`config.mk`:
```
export PLATFORM = sky130hd
export DESIGN_NAME = regfile_wb_arbiter
export DESIGN_NICKNAME = d
export VERILOG_FILES = /design/src/rtl/regfile_wb_arbiter.sv
export SDC_FILE = /design/constraint.sdc
export NUM_CORES = 1
export LEC_CHECK = 0
export BUFFER_PORTS_ARGS = -buffer_cell sky130_fd_sc_hd__buf_2
export CAP_MARGIN = 20
export CORE_MARGIN = 8
export CORE_UTILIZATION = 47
export CTS_CLUSTER_SIZE = 30
export DETAILED_ROUTE_END_ITERATION = 8
export GPL_TIMING_DRIVEN = 1
export PLACE_DENSITY = 0.81
export RECOVER_POWER = 25
export SETUP_SLACK_MARGIN = 0.05
export SLEW_MARGIN = 40
export SYNTH_ARGS = -nofsm -noshare
export SYNTH_HDL_FRONTEND = slang
export SYNTH_SLANG_ARGS = --single-unit
```
`constraint.sdc`:
```
create_clock -name clock -period 3.8 [get_ports clock]
set_input_delay 0.38 -clock clock [delete_from_list [all_inputs] [get_ports clock]]
set_output_delay 0.38 -clock clock [all_outputs]
set_load 0.02 [all_outputs]
```
`src/rtl/regfile_wb_arbiter.sv`:
```
// Write-back arbiter and sole owner of the register file write port.
// It also holds the busy scoreboard that issue logic uses for RAW/WAW hazard checks.
module regfile_wb_arbiter #(
    parameter int DATA_W  = 32,
    parameter int ADDR_W  = 5,
    parameter bit RR_MODE = 1'b1
) (
    input  logic              clock,
    input  logic              reset,
    input  logic              req0_valid,
    input  logic [ADDR_W-1:0] req0_addr,
    input  logic [DATA_W-1:0] req0_data,
    output logic              req0_ready,
    input  logic              req1_valid,
    input  logic [ADDR_W-1:0] req1_addr,
    input  logic [DATA_W-1:0] req1_data,
    output logic              req1_ready,
    input  logic              rsv_valid,
    input  logic [ADDR_W-1:0] rsv_addr,
    output logic              rsv_ready,
    input  logic [ADDR_W-1:0] rs,
    input  logic [ADDR_W-1:0] rt,
    output logic              rs_busy,
    output logic              rt_busy,
    output logic              wr,
    output logic [ADDR_W-1:0] controle,
    output logic [DATA_W-1:0] entrada
);

    localparam int NREGS = 2 ** ADDR_W;

    logic [NREGS-1:0]  busy_q, busy_d;
    logic              last_grant_q, last_grant_d;
    logic              wr_q, wr_d;
    logic [ADDR_W-1:0] controle_q, controle_d;
    logic [DATA_W-1:0] entrada_q, entrada_d;

    logic              pick0;
    logic              xfer;
    logic [ADDR_W-1:0] sel_addr;
    logic [DATA_W-1:0] sel_data;

    // When both requesters are valid, round-robin favours whoever did not win last.
    always_comb begin
        pick0 = 1'b1;
        if (RR_MODE) begin
            pick0 = last_grant_q;
        end
        req0_ready = req0_valid && (!req1_valid || pick0);
        req1_ready = req1_valid && !req0_ready;
    end

    always_comb begin
        xfer     = req0_ready || req1_ready;
        sel_addr = req0_ready ? req0_addr : req1_addr;
        sel_data = req0_ready ? req0_data : req1_data;

        wr_d         = xfer && (sel_addr != '0);
        controle_d   = xfer ? sel_addr : controle_q;
        entrada_d    = xfer ? sel_data : entrada_q;
        last_grant_d = last_grant_q;
        if (req0_ready) begin
            last_grant_d = 1'b0;
        end else if (req1_ready) begin
            last_grant_d = 1'b1;
        end
    end

    // Clear follows the committed write; a new reservation on the same edge wins.
    always_comb begin
        rsv_ready = !busy_q[rsv_addr];
        rs_busy   = busy_q[rs];
        rt_busy   = busy_q[rt];

        busy_d = busy_q;
        if (wr_q) begin
            busy_d[controle_q] = 1'b0;
        end
        if (rsv_valid && rsv_ready) begin
            busy_d[rsv_addr] = 1'b1;
        end
        busy_d[0] = 1'b0;
    end

    always_ff @(posedge clock or negedge reset) begin
        if (!reset) begin
            busy_q       <= '0;
            last_grant_q <= 1'b1;
            wr_q         <= 1'b0;
            controle_q   <= '0;
            entrada_q    <= '0;
        end else begin
            busy_q       <= busy_d;
            last_grant_q <= last_grant_d;
            wr_q         <= wr_d;
            controle_q   <= controle_d;
            entrada_q    <= entrada_d;
        end
    end

    assign wr       = wr_q;
    assign controle = controle_q;
    assign entrada  = entrada_q;

endmodule

```
# Word-level counts from Yosys, hierarchy flattened
# Cells that the tools add are included.
# Widths: inputs -> output; s select.
dict set report word_totals {
  reg_bits 70
  in_bits 94
  out_inout_bits 43
  word_cells 43
}
dict set report op_classes {
  n_lt_le_gt_ge 6
  mux 16
  n_bitwise 3
  reduce_logical 13
}
# op n
set op_table {}
lappend op_table {{$mux 32} 3}
lappend op_table {{$and 32x32->32} 1}
lappend op_table {{$not 32->32} 1}
lappend op_table {{$or 32x32->32} 1}
lappend op_table {{$lt 5x6->1 const B} 4}
lappend op_table {{$bmux 1 s5} 3}
lappend op_table {{$demux 1 s5} 2}
lappend op_table {{$ge 5x1->1 const B} 2}
lappend op_table {{$mux 1} 7}
lappend op_table {{$logic_and 1x1->1} 6}
lappend op_table {{$mux 5} 1}
lappend op_table {{$reduce_bool 5->1} 1}
lappend op_table {{$logic_not 1->1} 3}
lappend op_table {{$logic_or 1x1->1} 2}
lappend op_table {{$reduce_bool 2->1} 1}

# Longest topological paths before layout
# Gate-level depths: netlist (run 1).
dict set report logic_depth {
  depth_word 9
  ltp_mapped 6
}

# Worst setup path before layout (run 1)
# Ideal clock, no wire load.
dict set report synth_timing {
  path_kind {input-to-output}
  from {input rsv_addr[0]}
  to {output rsv_ready}
  arrival_ns 1.643
  required_time_ns 3.420
  slack_ns 1.777
  path_stages 5
  path_cell_list {buf_6 mux4_2 a32oi_1 o21ai_1 a211oi_2}
}
dict set report synth_via {
  elab_chain_len 3
}
# item line_no
set synth_rtl {}
lappend synth_rtl {{start: declaration} 19} ;# input logic [ADDR_W-1:0] rsv_addr,
lappend synth_rtl {{$bmux 1 s5} 71} ;# rsv_ready = !busy_q[rsv_addr];
lappend synth_rtl {{$mux 1 (implied by the code)} 71}
lappend synth_rtl {{$logic_not 1->1} 71}
lappend synth_rtl {{end: declaration} 20} ;# output logic rsv_ready,
# No other way between the ends. The select of a mux whose other input is x is not followed.

# Final worst setup path (run 1)
dict set report layout_timing {
  from {register busy_q[16]}
  to {output rsv_ready}
}
dict set report layout_via {
  elab_chain_len 3
}
# item line_no
set layout_rtl {}
lappend layout_rtl {{start: declaration} 32} ;# logic [NREGS-1:0] busy_q, busy_d;
lappend layout_rtl {{start signal: assignment} 93} ;# busy_q <= busy_d;
lappend layout_rtl {{$bmux 1 s5} 71}
lappend layout_rtl {{$mux 1 (implied by the code)} 71}
lappend layout_rtl {{$logic_not 1->1} 71}
# No other way between the ends. The select of a mux whose other input is x is not followed.

==> results of run 1 <==
final timing paths:
path	cells past startpoint	startpoint	slack [ns]	endpoint
setup / recovery	5	busy_q[16]$_DFF_PN0_	1.43	rsv_ready
hold / removal	2	req0_valid	0.24	last_grant_q$_DFFE_PN1P_
setup reg to reg	5	last_grant_q$_DFFE_PN1P_	2.06	entrada[13]$_DFFE_PN0P_
hold reg to reg	2	last_grant_q$_DFFE_PN1P_	0.51	last_grant_q$_DFFE_PN1P_
max in group asynchronous	2	reset	1.48	busy_q[11]$_DFF_PN0_
min in group asynchronous	1	reset	0.63	entrada[7]$_DFFE_PN0P_
sequential cells by signal (all words and copies together) (netlist names):
signal,cells
busy_q,31
wr,1
controle,5
last_grant_q,1
entrada,32
routing by layer:
| metal | vias up | GRT usage, % |
|---|---|---|
| met1 | 1659 | 23.9 |
| met5 | - | 0 |
| met3 | 13 | 8.14 |
| met2 | 175 | 30.7 |
| met4 | 0 | 7.04 |
| li1 | 1669 | - |
final cells by class:
cell class / count / area, sq um / share of cell area (%)
clock buffer: 10 / 138 / 2.82
clock inverter: 6 / 83.8 / 1.72
inverter: 5 / 18.8 / 0.384
multi-input combinational: 283 / 2060 / 42.2
sequential: 70 / 1750 / 35.9
tap: 105 / 131 / 2.69
timing repair buffer: 139 / 699 / 14.3
cell usage after synthesis (all sizes together), types with 4 or more instances:
master / instances / area [sq um]
nor2: 42 / 158
or3b: 4 / 35.0
nand3b: 16 / 120
nand2: 10 / 37.5
buf: 17 / 90.1
a21oi: 37 / 185
nand3: 7 / 35.0
o21ai: 63 / 315
clkbuf: 9 / 33.8
mux4: 17 / 383
dfrtp: 69 / 1730
inv: 5 / 18.8
mux2i: 53 / 531
per-stage QoR:
step | hold WS [ns] | cell area [sq um] | cells
2_1_floorplan | 0.0844 | 3950 | 384
3_3_place_gp | 0.467 | 4670 | 602
3_5_place_dp | 0.382 | 4670 | 602
4_1_cts | 0.000530 | 4890 | 618
5_1_grt | 0.221 | 4880 | 618
6_report | 0.239 | 4880 | 618
cell families after synthesis:
logic type / after synthesis / share of synthesized area, %
AO/OA/AOI/OAI: 113 / 15.3
buffers and inverters: 31 / 3.61
flip-flops: 70 / 44.3
multiplexers: 71 / 23.4
AND/OR/NAND/NOR: 99 / 13.4
power by group through the flow:
stage | clock (mW) | sequential [mW] | combinational, mW
final | 0.673 | 1.21 | 0.854
after global routing | 0.716 | 1.24 | 0.936
after CTS | 0.689 | 1.20 | 0.858
after detailed placement | 0 | 1.21 | 0.855
after global placement | 0 | 1.20 | 0.827
after floorplan | 0 | 1.18 | 0.559
==> flow_summary.yaml, run 1 <==
outcome:
  status: "finished, violations left"
  violations: "capacitance limit, slew limit"
yosys:
  synth-edff-count: 0
  synth_cell_types: 38
  ys.warnings.count: 0
  synth_area_per_cell_sq_um: 10.3
  syn-cell-area_sq_um: 3950
  ys_ff_latch: 70
  syn_inst: 384
  syn_nets: 478
  synth_flop_cell: "dfrtp_1"
  async_reset_ff_share_pct: 100
  ys_seq_area_share_pct: 44.3
timing:
  maxSlewViolCount: 41
  timing.final.ws_setup_ns: 1.43
  final.setup_skew_ns: 0.0123
  relSlewSlack_pct: -39.9
  fmax_mhz: 421
  period_share_pct: 62.4
  hold_violations: 0
  tightest_slew_ns: 2.10
  min_period_ns: 2.37
  grt_setup_unrepaired: "no"
  setup_violations: 0
  setup_tns_ns: 0
final_layout:
  final_core_util_pct: 59.7
  antenna_cells: 0
  num-fill-cells: 686
  final_cell_mix: "buf_2 (135), dfrtp_1 (69), o21ai_0 (54)"
  area_growth_pct: 23.6
  final_common_cell: "buf_2"
  final_layout_size_suffix_gt1_share_pct: 35.1
  nNetsFinal: 602
clocking:
  htreeDepth: 3
  clock-sinks: 70
  worstSkewPairLatency_ns: 0.34
  cts.repair.resized: 0
  clockRootBuffer: "clkbuf_8"
  cts_tree: "built"
  cts-buffers-inserted: 9
  hold_buffers: 0
  postCtsSetupRepairBufs: 0
  path_clk_slew_ns: 0.08
  clockBufferDepth: 2
global_routing:
  track_usage_pct: 19.7
  grt_pass1_vias: 3720
  grt_pass1_wl_um: 18200
  grt_max_degree: 47
  antenna_found_initial: 0
  grt.overflow.total: 0
pwr:
  p_int_mw: 1.78
  p_switching_mw: 0.959
  pwr-share-clk_pct: 24.6
  combPwrFrac_pct: 31.2
  sw_frac_of_total_pct: 35.1
  powerDensity_nw_per_um2: 560
  peakVddDrop_mv: 0.259
  leakagePower_nw: 2.23
  total_power_mw: 2.74
  seqPwrFrac_pct: 44.2
critical_path:
  crit_path_end_kind: "primary output"
  crit_required_ns: 3.42
  crit_fanout: 4
  max_stage_delay_ns: 0.48
  cpLargestDelayFamily: "compound AO/OA/AOI/OAI gates"
  arrival_ns: 1.99
  crit_chain: "mux4_2 > a32oi_1 > o21ai_1 > a211oi_2 > buf_2"
  path_class: "flop to primary output"
  slowest_stage: "mux4_2"
  startpoint_type: "flop"
  cp.buffers_inverters: 1
drt:
  drc: 0
  routedWlPerCell_um: 18.6
  vias: 3516
  dr.max_layer_used: "met4"
  wl_um: 11500
  met2_length_um: 5350
  first_iter_violations: 248
  antenna_left: 0
  drt-pass1-iter-count: 5
  met3_wirelength_um: 1330
  vias_per_cell: 5.69
  wl_met1_um: 4650
placement:
  dp_slack_ns: 1.53
  dpl.hpwl_um: 8950
  port_buffers: 136
  gp_congestion: 0.868
floorplan:
  start_util_pct: 48.3
  die_x_um: 108
  fp-row-count: 33
  die_h_um: 108
  die_area_sq_um: 11600
  core-area_sq_um: 8180
  ioPinCount: 137
min_path:
  holdCritPathClass: "input port to flop"
flow_run:
  drv_cap: 1
Power figures use the tool's default switching activity.
==> inputs of run 2 (changes only) <==
CORE_UTILIZATION = 46   (was 47)
PLACE_DENSITY = 0.82   (was 0.81)
clock period = 1.98 ns   (was 3.8 ns; I/O delays follow)
==> run 2 against run 1 <==
Net effect:
- the run ends with setup timing left
- utilization fell by 1.3 points
- critical path type unchanged
- clock power is 60% higher
- critical endpoint unchanged
- count of clock-buffer cells in the layout increased by 5
- largest power group unchanged
- register-to-register slack worse by 1.7 ns
- wire length up 4.5%
- highest routed layer is now met5
==> flow_summary.yaml, run 2 (synthesis gave the netlist of run 1 again) <==
min_path:
  holdCritPathClass: "input port to flop"
  hold_path.startpoint: "req0_valid"
  whs_path_depth: 2
  min_to: "last_grant_q$_DFFE_PN1P_"
global_routing:
  grt_pass1_vias: 3721
  grt.overflow.total: 0
  track_usage_pct: 20.5
  antenna_found_initial: 1
  grt_pass1_wl_um: 18900
  grt_max_degree: 71
clocking:
  worstSkewPairLatency_ns: 0.35
  path_clk_slew_ns: 0.07
  clockBufferDepth: 2
  cts_tree: "built"
  cts-buffers-inserted: 9
  clockRootBuffer: "clkbuf_8"
  htreeDepth: 3
  clock-sinks: 70
timing:
  maxSlewViolCount: 0
  setup_violations: 3
  min_period_ns: 2.05
  hold_ws_ns: 0.0358
  fmax_mhz: 487
  final.setup_skew_ns: 0.00790
  relSlewSlack_pct: 37.1
  grt_setup_unrepaired: "yes"
  period_share_pct: 104
  hold_violations: 0
  tightest_slew_ns: 0.944
  timing.final.ws_setup_ns: -0.0720
pwr:
  leakagePower_nw: 2.27
  total_power_mw: 5.23
  peakVddDrop_mv: 0.506
  powerDensity_nw_per_um2: 1050
critical_path:
  crit_required_ns: 1.78
  r2r_cells: 3
  rr_startpoint: "busy_q[31]$_DFF_PN0_"
  worstReg2RegEnd: "busy_q[29]$_DFF_PN0_"
  crit_path_end_kind: "primary output"
  startpoint_type: "flop"
  crit_fanout: 4
  r2r_slack_ns: 0.36
  path_class: "flop to primary output"
  arrival_ns: 1.85
floorplan:
  start_util_pct: 46.5
  core-area_sq_um: 8510
  die_x_um: 109
  ioPinCount: 137
  die_h_um: 109
  die_area_sq_um: 11800
  fp-row-count: 34
drt:
  drc: 0
  vias: 3665
  routedWlPerCell_um: 19.0
  drt-pass1-iter-count: 5
  antenna_left: 0
  vias_per_cell: 5.79
  first_iter_violations: 175
  wl_um: 12000
final_layout:
  final_core_util_pct: 58.4
  final_layout_size_suffix_gt1_share_pct: 36.4
  largest_reg_flops: 32
  antenna_cells: 0
  nNetsFinal: 614
  regArea_sq_um: 1750
  multi_input_area_sq_um: 2070
  area_growth_pct: 25.8
  final_cell_mix: "buf_2 (133), dfrtp_1 (69), o21ai_0 (54)"
  num-fill-cells: 731
  final_common_cell: "buf_2"
placement:
  dp_slack_ns: 0.0476
  gp_congestion: 0.928
  port_buffers: 136
  dpl.hpwl_um: 8900
flow_run:
  drv_cap: 0
outcome:
  violations: "setup timing"
  status: "finished, violations left"
-- run 2: changes by cell type in the layout (fill, tap and decap cells not counted), moves of 2 or more --
cell | before | now
clkinv_2 | 3 | 1
o311ai_1 | 0 | 2
clkbuf_8 | 10 | 12
buf_2 | 135 | 133
buf_6 | 0 | 3
buf_4 | 2 | 13
and3_4 | 0 | 2
clkbuf_1 | 1 | 3
and3_1 | 2 | 0
bufinv_16 | 2 | 0
o311ai_0 | 2 | 0
-- run 2: timing repair --
action,CTS,global route
hold buffers,1,0
hold endpoints to repair,69,0
setup endpoints to repair,3,3
resized for setup,3,7
buffers inserted,8,1
pin swaps,4,4
-- run 2: worst max path at each step --
stage                               from  depth (start not counted)         to
CTS                 busy_q[17]$_DFF_PN0_                          5  rsv_ready
finish              busy_q[31]$_DFF_PN0_                          5  rsv_ready
floorplan           busy_q[19]$_DFF_PN0_                          4  rsv_ready
global route        busy_q[19]$_DFF_PN0_                          5  rsv_ready
detailed placement           rsv_addr[0]                          6  rsv_ready
global placement             rsv_addr[0]                          6  rsv_ready
-- run 2: worst max-delay path, stage by stage (launching register included) --
cell	delay, ns
dfrtp_1	0.40
mux4_2	0.50
mux2i_1	0.18
o21ai_1	0.09
a211oi_2	0.17
buf_4	0.18
-- run 2: final cells by class --
| cell class | instances | share of cell area, % |
|---|---|---|
| tap | 108 | 2.72 |
| inverter | 5 | 0.377 |
| timing repair buffer | 151 | 16.4 |
| clock inverter | 1 | 0.101 |
| clock buffer | 15 | 3.55 |
| sequential | 70 | 35.3 |
| multi-input combinational | 283 | 41.6 |
-- run 2: metal layers --
metal | track usage [%] | up-vias | wire [um] | share of wire, %
met5 | 0 | - | 8 | 0.067
met1 | 24.1 | 1732 | 4520 | 38
met2 | 32.7 | 210 | 5730 | 48
met3 | 9.99 | 21 | 1600 | 13
li1 | - | 1700 | - | -
met4 | 6.06 | 2 | 161 | 1.3
-- run 2: where the power goes --
part	internal, mW	switching [mW]
combinational	0.970	0.914
clock	0.558	0.520
sequential	1.86	0.413
-- run 2: per-stage QoR --
step | std cells | setup TNS [ns] | instance area, sq um
floorplan | 384 | 0 | 3950
global placement | 607 | 0 | 4700
detailed placement | 607 | 0 | 4700
CTS | 632 | -0.198 | 4960
global route | 633 | -0.347 | 4970
finish | 633 | -0.146 | 4970
